==> src/rtl/skinny_round_ctrl.sv <==
// skinny_round_ctrl -- round sequencer for the iterative SKINNY-128 datapath.
// Issues a one-cycle load strobe, then NR round enables carrying the 6-bit
// LFSR round constant and the round index. The finished block is presented
// with a valid/ready handshake.
// Optional build macro: SKINNY_ROUND_STALL_EN adds a 'stall' input that
// freezes the sequencer in ROUND, for example while a masked S-box waits
// for fresh randomness.
module skinny_round_ctrl #(
  parameter int NR = 40,
  parameter int CW = 6
) (
  input  logic          clk,
  input  logic          rst,
  input  logic          start,
  input  logic          out_ready,
`ifdef SKINNY_ROUND_STALL_EN
  input  logic          stall,
`endif
  output logic          load,
  output logic          round_en,
  output logic [5:0]    rc,
  output logic [CW-1:0] rnd_cnt,
  output logic          last_round,
  output logic          out_valid,
  output logic          busy
);

  typedef enum logic [1:0] {IDLE, LOAD, ROUND, OUT} state_t;

  localparam logic [CW-1:0] LAST = CW'(NR - 1);

  state_t state;
  logic   load_q;
  logic   round_q;
  logic   valid_q;
  logic   busy_q;
  logic   hold;

  // SKINNY 6-bit round-constant LFSR: shift left, feedback rc5 ^ rc4 ^ 1
  function automatic logic [5:0] rc_next(input logic [5:0] r);
    return {r[4:0], r[5] ^ r[4] ^ 1'b1};
  endfunction

`ifdef SKINNY_ROUND_STALL_EN
  assign hold = stall;
`else
  assign hold = 1'b0;
`endif

  // Sequencer FSM; strobes are registered alongside the state they decode
  always_ff @(posedge clk) begin
    if (rst) begin
      state   <= IDLE;
      rc      <= 6'h00;
      rnd_cnt <= '0;
      load_q  <= 1'b0;
      round_q <= 1'b0;
      valid_q <= 1'b0;
      busy_q  <= 1'b0;
    end else begin
      case (state)
        IDLE: begin
          if (start) begin
            state   <= LOAD;
            rc      <= 6'h01;
            rnd_cnt <= '0;
            load_q  <= 1'b1;
            busy_q  <= 1'b1;
          end
        end
        LOAD: begin
          state   <= ROUND;
          load_q  <= 1'b0;
          round_q <= 1'b1;
        end
        ROUND: begin
          if (!hold) begin
            if (rnd_cnt == LAST) begin
              // rc and rnd_cnt keep their final-round values from here on
              state   <= OUT;
              round_q <= 1'b0;
              valid_q <= 1'b1;
            end else begin
              rc      <= rc_next(rc);
              rnd_cnt <= rnd_cnt + CW'(1);
            end
          end
        end
        OUT: begin
          // start arriving together with out_ready is deliberately dropped
          if (out_ready) begin
            state   <= IDLE;
            valid_q <= 1'b0;
            busy_q  <= 1'b0;
          end
        end
        default: begin
          state <= IDLE;
        end
      endcase
    end
  end

  // Stall only gates the round enable; everything else comes straight from registers
  always_comb begin
    load       = load_q;
    round_en   = round_q & ~hold;
    last_round = round_q & ~hold & (rnd_cnt == LAST);
    out_valid  = valid_q;
    busy       = busy_q;
  end

endmodule

==> config.mk <==
export PLATFORM = sky130hd
export DESIGN_NAME = skinny_round_ctrl
export DESIGN_NICKNAME = d
export VERILOG_FILES = /design/src/rtl/skinny_round_ctrl.sv
export SDC_FILE = /design/constraint.sdc
export NUM_CORES = 1
export LEC_CHECK = 0
export ABC_AREA = 1
export BUFFER_PORTS_ARGS = -buffer_cell sky130_fd_sc_hd__buf_4
export CAP_MARGIN = 20
export CORE_ASPECT_RATIO = 1.4
export CORE_MARGIN = 3
export CORE_UTILIZATION = 30
export CTS_BUF_LIST = sky130_fd_sc_hd__clkbuf_8
export DETAILED_ROUTE_END_ITERATION = 7
export PLACE_DENSITY_LB_ADDON = 0.12
export SYNTH_ARGS = -nofsm -noshare
export SYNTH_HDL_FRONTEND = slang
export SYNTH_SLANG_ARGS = --single-unit
==> constraint.sdc <==
create_clock -name clk -period 3.2 [get_ports clk]
set_clock_uncertainty 0.05 [all_clocks]
set_input_delay 0.64 -clock clk [delete_from_list [all_inputs] [get_ports clk]]
set_output_delay 0.64 -clock clk [all_outputs]
set_load 0.005 [all_outputs]
### Yosys cells after proc, flatten, opt, wreduce, memory -nomap -nowiden

Index checks and enable logic that the tools add are counted.

* register bits after elaboration: 18
* logic and storage cells: 49

* reductions and logical operators: 12
* equality and inequality tests: 8
* add/sub/neg operators: 1
* muxes and demuxes: 18
* bitwise gates (word level): 3

Operators by type and width (count)
* 6-bit two-way mux: 4
* 6-bit one-hot mux with 2 select lines: 2
* 3-bit AND reduction: 4
* 2-bit nonzero test: 5
* 2-bit inequality test (second input constant): 4
* 1-bit one-hot mux with 2 select lines: 4
* 2-bit one-hot mux with 4 select lines: 1
* 6-bit by 1-bit adder with 6-bit output (second input constant): 1
* 6-bit equality test (second input constant): 1
* 2-bit two-way mux: 3
* 2-bit equality test (second input constant): 2
* 1-bit two-way mux: 4
* 2-bit AND reduction: 2
* 2-bit by 1-bit equality test with 1-bit output (second input constant): 1
* 2-bit logical NOT: 1
* 1-bit AND: 1
* 1-bit inverter: 1
* 1-bit XOR: 1

### Depth between registers and ports, before layout

Gate-level depths: netlist (run 1).

* word-level depth: 4
* gate-level depth with buffers: 11

### Worst setup path before layout (run 1)

OpenSTA, ideal clock, no wires.

* path type: reg2out
* start: register rnd_cnt[0]
* end: output port last_round
* data arrival time: 912 ps
* stages on the path, launching flop included: 6
* slack: 1598 ps
* path through: dfxtp_1 > ha_1 > nand2_2 > nor2_4 > nand2_1 > nor2_1

* cells in the longest elaborated chain, start to end: 2

RTL lines
* from (decl): line 22 `output logic [CW-1:0] rnd_cnt,`
* from (signal assigned): line 85 `rnd_cnt <= rnd_cnt + CW'(1);`
* 6-bit equality test: line 108 `last_round = round_q & ~hold & (rnd_cnt == LAST);`
* 1-bit AND: line 108
* to (decl): line 23 `output logic last_round,`

No other way between the ends.

### Final worst setup path (run 1)

Ends and elaborated chain as after synthesis.

==> flow_summary.yaml, run 1 <==
logic_synthesis:
  yosys.area_share.simple_pct: 38.9
  synthTopCellsByArea: "dfxtp_1 (36%), nand2_1 (16%), nor2_1 (11%)"
  yosysMostFrequentCell: "nand2_1"
  synth.cells.most_frequent: "nand2_1 (41), nor2_1 (29), dfxtp_1 (18)"
  synth_area_leader_cell: "dfxtp_1"
  syn_avg_cell_area_um2: 6.64
  async_reset_ff_share_pct: 0
  synth_compound_area_share_pct: 8.34
  synthFlopType: "dfxtp_1"
  synth_cells: 149
  synth_top_family_by_area: "simple AND/OR/NAND/NOR gates"
  syn_nets: 158
  synth_edf_count: 0
  synthAdderAreaFrac_pct: 6.32
  ys_warn_count: 0
  synthMuxAreaShare_pct: 0
  yosysTopAreaCellShare_pct: 36.4
  synth_cell_types: 21
  synth-seq-cells: 18
  seq_area_frac_synth_pct: 36.4
  yosys.area_share.xor_xnor_pct: 0
  netlist_area_um2: 990
job:
  cap_violations: 0
sta:
  setup_violations: 0
  drv_slew: 0
  tns_ps: 0
  min_period_ps: 2060
  max_slew.worst_pin.slew_ps: 488
  layout_setup_ws_ps: 1140
  fmax_mhz: 486
  slew_headroom_pct: 67.5
  finalHoldViolCount: 0
  rsz0062_at_grt: "false"
  fin_crit_sh_pct: 64.3
clocking:
  clkTransAtPathRegs_ps: 70
  cts.sinks: 18
  cts_hold_buf: 0
  cts_root_buffer: "clkbuf_8"
  htree_num_levels: 1
  clk_latency_ps: 250
  postCtsResizedCells: 0
  post-cts-setup-buffers: 0
  clockBufferDepth: 2
  cts_made_buffers: 3
  cts_tree: "done"
worst_setup_path:
  cp-start-kind: "register"
  cpPeakStageDelay_ps: 420
  arrival_ps: 1370
  crit_required_ps: 2510
  cp_max_fo: 5
  crit_path_cell_trace: "ha_1, nand2_2, nor2_4, nand2_1, nor2_1, buf_4"
  worstSetupEndpointType: "primary output"
  worstSetupPathType: "register to primary output"
  worst_path_max_delay_cell: "dfxtp_1"
drt:
  drtPass1Iterations: 4
  wire_per_inst_um: 10.4
  viasPerCell: 4.46
  drtIter0Drc: 10
  route.detailed.drc: 0
  routed_wl_mm: 2.17
  vias: 932
  ant_nets: 0
place:
  hpwl_mm: 1.69
  io_buffers: 20
  globalplace.congestion: 0.763
  dp_slack_ps: 1360
die:
  num_rows: 24
  core_um2: 3150
  dieWidth_um: 54.5
  dieArea_um2: 4030
  initial_core_util_pct: 31.4
  ioPinCount: 21
  die_h_um: 74.0
global_route:
  grt_use_total_pct: 12.6
  grt_max_degree: 18
  grt_pass1_vias: 912
  grt_pass1_wl_mm: 3.78
  overflow: 0
  antenna_found_initial: 0
outcome:
  status: "finished, final reports clean"
finish:
  diodes: 0
  nets: 180
  fillCellCount: 373
  drive_above_1_share_pct: 22.4
  syn2layout_area_growth_pct: 23.5
  finalCoreUtilization_pct: 38.8
pwr:
  power.leakage_nw: 0.600
  peakVddDrop_uv: 495
  p_per_area_nw_per_um2: 938
hold_path:
  min_path_type: "register to register"
cell type report:
cell class / instances / area [um2] / share of cell area [%]
clock buffers: 4 / 55.1 / 4.50
inverters: 20 / 77.6 / 6.35
multi-input cells: 108 / 531 / 43.4
flip-flops and latches: 18 / 360 / 29.5
well taps: 39 / 48.8 / 3.99
repair buffers: 20 / 150 / 12.3
report_power, final:
group	leakage, nW	total (W)	internal [W]	switching, W
Sequential	0.148	0.000387	0.000310	0.0000776
Clock	0.0288	0.000186	0.000109	0.0000771
Combinational	0.424	0.000573	0.000245	0.000328
Total	0.600	0.00115	0.000664	0.000483
routing by layer:
metal	GRT usage, %	up-vias	part of all wire, %
met3	1.80	2	4.3
met4	5.26	0	1.0
met5	0	-	0
li1	-	496	-
met2	23.2	19	54
met1	13.9	415	40
cell usage in the layout, fill, tap and decap left out:
| cell type | instances |
|---|---|
| a21oi_1 | 7 |
| and3_1 | 1 |
| buf_4 | 20 |
| clkbuf_8 | 4 |
| dfxtp_1 | 18 |
| ha_1 | 5 |
| inv_1 | 16 |
| inv_2 | 3 |
| inv_4 | 1 |
| nand2_1 | 41 |
| nand2_2 | 3 |
| nand2_4 | 1 |
| nand3_1 | 4 |
| nand3_2 | 1 |
| nand3b_1 | 2 |
| nor2_1 | 29 |
| nor2_2 | 3 |
| nor2_4 | 2 |
| o21ai_0 | 3 |
| o21ai_1 | 5 |
| o21bai_1 | 1 |
worst max-delay path, delay by kind of cell (launching register included):
family,cells,cell delay [ps]
simple gates,4,370
flops,1,420
buf+inv,1,120
fa+ha+maj,1,220
flip-flops by register name (all words and copies together) (netlist names):
| signal | flops |
|---|---|
| load | 1 |
| busy | 1 |
| rc | 6 |
| state | 2 |
| out_valid | 1 |
| round_en | 1 |
| rnd_cnt | 6 |
metrics by stage:
stage          area (um2)  hold slack (ps)  cells  total power (W)
2_1_floorplan         990              415    149         0.000800
3_3_place_gp         1170              420    205         0.000975
3_5_place_dp         1170              443    205         0.000975
4_1_cts              1220              461    209          0.00117
5_1_grt              1220              498    209          0.00128
6_report             1220              453    209          0.00115
path summary, 6_finish.rpt:
path,start,to,slack [ps],cells past startpoint
worst max-delay path,rnd_cnt[0]$_SDFFE_PP0P_,last_round,1140,6
worst min-delay path,load$_SDFFE_PP0P_,load$_SDFFE_PP0P_,450,2
worst max register to register,state[0]$_SDFFE_PP0P_,rc[4]$_SDFFE_PP0P_,1360,9
worst min register to register,load$_SDFFE_PP0P_,load$_SDFFE_PP0P_,450,2
cell families (layout without fill, tap and decap cells):
| logic type | after synthesis | in the layout |
|---|---|---|
| simple gates | 87 | 87 |
| buf+inv | 23 | 44 |
| flops | 18 | 18 |
| compound gates | 16 | 16 |
| fa+ha+maj | 5 | 5 |
Power figures use the tool's default switching activity.
==> run 2: changes to the inputs <==
==> constraint.sdc (replaced) <==
create_clock -name clk -period 1.7 [get_ports clk]
set_clock_uncertainty 0.05 [all_clocks]
set_input_delay 0.34 -clock clk [delete_from_list [all_inputs] [get_ports clk]]
set_output_delay 0.34 -clock clk [all_outputs]
set_load 0.005 [all_outputs]
==> flow_summary.yaml, run 2 (synthesis gave the netlist of run 1 again) <==
die:
  initial_core_util_pct: 31.4
  die_h_um: 74.0
  dieWidth_um: 54.5
  dieArea_um2: 4030
  ioPinCount: 21
  num_rows: 24
  core_um2: 3150
outcome:
  status: "finished, final reports clean"
pwr:
  power.leakage_nw: 0.613
  peakVddDrop_uv: 779
  p_per_area_nw_per_um2: 1760
  power.total_w: 0.00223
finish:
  syn2layout_area_growth_pct: 27.9
  diodes: 0
  nets: 184
  drive_above_1_share_pct: 27.2
  largest_registers: "rc: 6 flops, rnd_cnt: 6 flops, state: 2 flops"
  layout.cells.non_filler: 212
  final_common_cell: "nand2_1"
  layout_common_cells: "nand2_1 (40), nor2_1 (27), buf_4 (24), inv_1 (16), dfxtp_1 (16)"
worst_setup_path:
  cpPeakStageDelay_ps: 350
  arrival_ps: 1240
  crit_required_ps: 1310
  crit_path_cell_trace: "ha_4, nand2_2, nor2_4, nand2_2, nor2_2, buf_4"
  cp-start-kind: "register"
  worstSetupPathType: "register to primary output"
  cp_common_cell: "nand2_2"
  cp_max_fo: 3
  crit_family: "simple AND/OR/NAND/NOR gates"
  worst_path_max_delay_cell: "dfxtp_2"
  crit_buf_inv: 1
  worstSetupEndpointType: "primary output"
place:
  hpwl_mm: 1.78
  globalplace.congestion: 0.744
  placedCellCount: 208
  io_buffers: 20
drt:
  ant_nets: 0
  drtIter0Drc: 7
  route.detailed.drc: 0
  vias: 932
  wire_per_inst_um: 10.9
  routed_wl_mm: 2.31
  viasPerCell: 4.40
  drtPass1Iterations: 4
clocking:
  clkTransAtPathRegs_ps: 70
  cts.sinks: 18
  cts_hold_buf: 0
  htree_num_levels: 1
  cts_tree: "done"
  cts_made_buffers: 3
  clk_latency_ps: 250
  cts_root_buffer: "clkbuf_8"
  clockBufferDepth: 2
sta:
  setup_violations: 0
  drv_slew: 0
  tns_ps: 0
  max_slew.worst_pin.slew_ps: 444
  slew_headroom_pct: 70.4
  min_period_ps: 1630
  fmax_mhz: 615
  rsz0062_at_grt: "true"
  fin_crit_sh_pct: 95.7
  finalHoldViolCount: 0
global_route:
  antenna_found_initial: 0
  overflow: 0
  grt_pass1_vias: 888
  grt_pass1_wl_mm: 3.93
  grt_max_degree: 18
  grt_use_total_pct: 13.3
hold_path:
  min_path_type: "input pin to register"
job:
  cap_violations: 0
run 2: cell count changes in the layout (fill, tap and decap cells not counted), sizes merged:
cell,change
buf,+4
clkbuf,-1
run 2: per-layer routing:
metal | share of wire [%] | track usage (%) | wire length (um) | vias up
met1 | 42 | 14.5 | 963 | 411
li1 | - | - | - | 502
met5 | 0 | 0 | 0 | -
met4 | 0.99 | 4.16 | 23 | 0
met3 | 3.6 | 3.21 | 83 | 4
met2 | 54 | 24.4 | 1240 | 15
run 2: area by class of cell:
type / count / area [um2]
clock buffers: 3 / 41.3
fillers: 356 / 1890
inverters: 20 / 80.1
multi-input cells: 108 / 551
flip-flops and latches: 18 / 365
well taps: 39 / 48.8
repair buffers: 24 / 180
run 2: what timing repair did:
action	in CTS	in global routing
pin swaps	0	2
endpoints found under the hold margin	0	0
gates resized for setup	3	6
buffers inserted	0	1
setup endpoints to repair	1	7
run 2: stage by stage:
step | setup slack [ps] | hold WS [ps] | utilization, % | cell area (um2)
2_1_floorplan | 182 | 359 | - | 990
3_3_place_gp | 140 | 416 | 37.7 | 1190
3_5_place_dp | 138 | 426 | 37.7 | 1190
4_1_cts | 24.0 | 222 | 39.5 | 1240
5_1_grt | -14.6 | 214 | 40.2 | 1270
6_report | 73.9 | 225 | 40.2 | 1270
run 2: path summary, 6_finish.rpt:
kind | startpoint | end | slack [ps] | depth (start not counted)
hold / removal | rst | busy$_SDFFE_PP0P_ | 220 | 2
setup / recovery | rnd_cnt[0]$_SDFFE_PP0P_ | last_round | 70 | 6
setup reg to reg | state[0]$_SDFFE_PP0P_ | rnd_cnt[4]$_SDFFE_PP0P_ | 160 | 10
hold reg to reg | busy$_SDFFE_PP0P_ | busy$_SDFFE_PP0P_ | 430 | 2
run 2: where the power goes:
| group | internal (W) | total [W] | switching (W) |
|---|---|---|---|
| logic | 0.000529 | 0.00119 | 0.000665 |
| registers | 0.000594 | 0.000736 | 0.000142 |
| clock network | 0.000157 | 0.000298 | 0.000141 |
| total | 0.00128 | 0.00223 | 0.000948 |
==> run 3: changes to the inputs <==
--- a/config.mk
+++ b/config.mk
@@ -14,6 +14,7 @@
 export CTS_BUF_LIST = sky130_fd_sc_hd__clkbuf_8
 export DETAILED_ROUTE_END_ITERATION = 7
 export PLACE_DENSITY_LB_ADDON = 0.12
+export SETUP_SLACK_MARGIN = 0.1
 export SYNTH_ARGS = -nofsm -noshare
 export SYNTH_HDL_FRONTEND = slang
 export SYNTH_SLANG_ARGS = --single-unit
==> flow_summary.yaml, run 3 (synthesis gave the netlist of run 1 again) <==
hold_path:
  hp-start: "rst"
  hold_path_end: "state[1]$_SDFFE_PP0P_"
  min_path_type: "input pin to register"
  min_path_cells: 2
finish:
  layout_common_cells: "nand2_1 (39), buf_4 (31), nor2_1 (26), inv_1 (16), dfxtp_1 (15)"
  post-route-cell-area_um2: 1350
  largest_registers: "rc: 6 flops, rnd_cnt: 6 flops, state: 2 flops"
  multiInputGateArea_um2: 583
  diodes: 0
  seq_area_um2: 367
  fillCellCount: 351
  drive_above_1_share_pct: 33.3
  syn2layout_area_growth_pct: 36.7
  nets: 191
  final_common_cell: "nand2_1"
job:
  cap_violations: 0
sta:
  drv_slew: 0
  max_slew.worst_pin.slew_ps: 442
  rsz0062_at_grt: "true"
  fin_crit_sh_pct: 91.4
  finalHoldViolCount: 0
  setup_violations: 0
  min_period_ps: 1550
  slew_headroom_pct: 70.5
  tns_ps: 0
  fmax_mhz: 644
pwr:
  comb_power_share_pct: 54.2
  clkPwrFrac_pct: 13.3
  p_per_area_nw_per_um2: 1680
  seq_power_share_pct: 32.5
  peakVddDrop_uv: 772
  internal_power_w: 0.00130
  power.leakage_nw: 0.658
  swShare_pct: 42.7
  switchingPower_w: 0.000968
worst_setup_path:
  rr_startpoint: "rnd_cnt[1]$_SDFFE_PP0P_"
  crit_family: "flip-flops"
  cp_max_fo: 2
  worstSetupPathType: "register to primary output"
  worst_path_max_delay_cell: "dfxtp_4"
  reg2reg_to: "state[1]$_SDFFE_PP0P_"
  rr_worst_depth: 11
  crit_buf_inv: 1
  crit_path_cell_trace: "ha_4, nand2_4, nor2_4, nand2_2, nor2_2, buf_4"
  crit_required_ps: 1310
  worstSetupEndpointType: "primary output"
  arrival_ps: 1160
  cpPeakStageDelay_ps: 360
  r2r_setup_slack_ps: 180
  cp-start-kind: "register"
clocking:
  cts_made_buffers: 3
  htree_num_levels: 1
  clockBufferDepth: 2
  clkTransAtPathRegs_ps: 70
  cts_tree: "done"
  clk_latency_ps: 250
  cts.sinks: 18
  cts_root_buffer: "clkbuf_8"
global_route:
  grt_pass1_wl_mm: 4.06
  grt_max_degree: 18
  overflow: 0
  grt_use_total_pct: 13.7
  grt_pass1_vias: 926
  antenna_found_initial: 0
place:
  io_buffers: 20
  hpwl_mm: 1.78
  place_area_um2: 1190
  globalplace.congestion: 0.744
drt:
  wire_per_inst_um: 11.1
  ant_nets: 0
  routed_wl_mm: 2.43
  vias: 978
  viasPerCell: 4.47
  route.detailed.drc: 0
  drtIter0Drc: 12
  drtPass1Iterations: 4
die:
  dieWidth_um: 54.5
  die_h_um: 74.0
  initial_core_util_pct: 31.4
  ioPinCount: 21
  dieArea_um2: 4030
  core_um2: 3150
  num_rows: 24
outcome:
  status: "finished, final reports clean"
## run 3: repair_timing
action | in CTS | in global routing
pin swaps | 3 | 3
endpoints found under the setup margin | 1 | 16
hold buffers | 0 | 0
resized for setup | 8 | 10
setup buffers | 7 | 1
## run 3: worst max-delay path by stage
stage / slack (ps) / cells past startpoint / endpoint / start
2_1_floorplan: 180 / 9 / rc[5]$_SDFFE_PP0P_ / state[0]$_SDFFE_PP0P_
3_3_place_gp: 140 / 8 / rc[5]$_SDFFE_PP0P_ / state[0]$_SDFFE_PP0P_
3_5_place_dp: 140 / 9 / rc[0]$_SDFFE_PP0P_ / state[0]$_SDFFE_PP0P_
4_1_cts: 90 / 6 / last_round / rnd_cnt[1]$_SDFFE_PP0P_
5_1_grt: 70 / 6 / last_round / rnd_cnt[1]$_SDFFE_PP0P_
6_report: 150 / 6 / last_round / rnd_cnt[1]$_SDFFE_PP0P_
## run 3: layout make-up
| type | count | share of cell area [%] |
|---|---|---|
| Multi-Input combinational cell | 108 | 43.1 |
| Sequential cell | 18 | 27.1 |
| Timing Repair Buffer | 31 | 17.2 |
| Inverter | 20 | 5.92 |
| Tap cell | 39 | 3.61 |
| Clock buffer | 3 | 3.05 |
## run 3: metrics by stage
stage	worst slack (ps)	util, %	hold WS, ps	cells	power [W]
after floorplan	182	-	359	149	0.00151
after global placement	140	37.7	416	208	0.00188
after detailed placement	138	37.7	426	208	0.00189
after CTS	91.3	41.6	222	218	0.00226
after global routing	70.8	42.9	214	219	0.00252
final	146	42.9	216	219	0.00227
## run 3: metal layers
metal | routed length (um) | vias up | share of wire [%] | GRT usage [%]
met5 | 0 | - | 0 | 0
met4 | 57 | 0 | 2.3 | 4.16
met1 | 945 | 435 | 39 | 15.0
met2 | 1340 | 17 | 55 | 25.3
met3 | 86 | 8 | 3.5 | 3.21
li1 | - | 518 | - | -
## run 3: power by group through the flow
stage	Clock, W	Sequential [W]	Combinational (W)
6_report	0.000301	0.000738	0.00123
5_1_grt	0.000335	0.000765	0.00142
4_1_cts	0.000314	0.000734	0.00121
3_5_place_dp	0	0.000729	0.00116
3_3_place_gp	0	0.000723	0.00115
2_1_floorplan	0	0.000722	0.000784
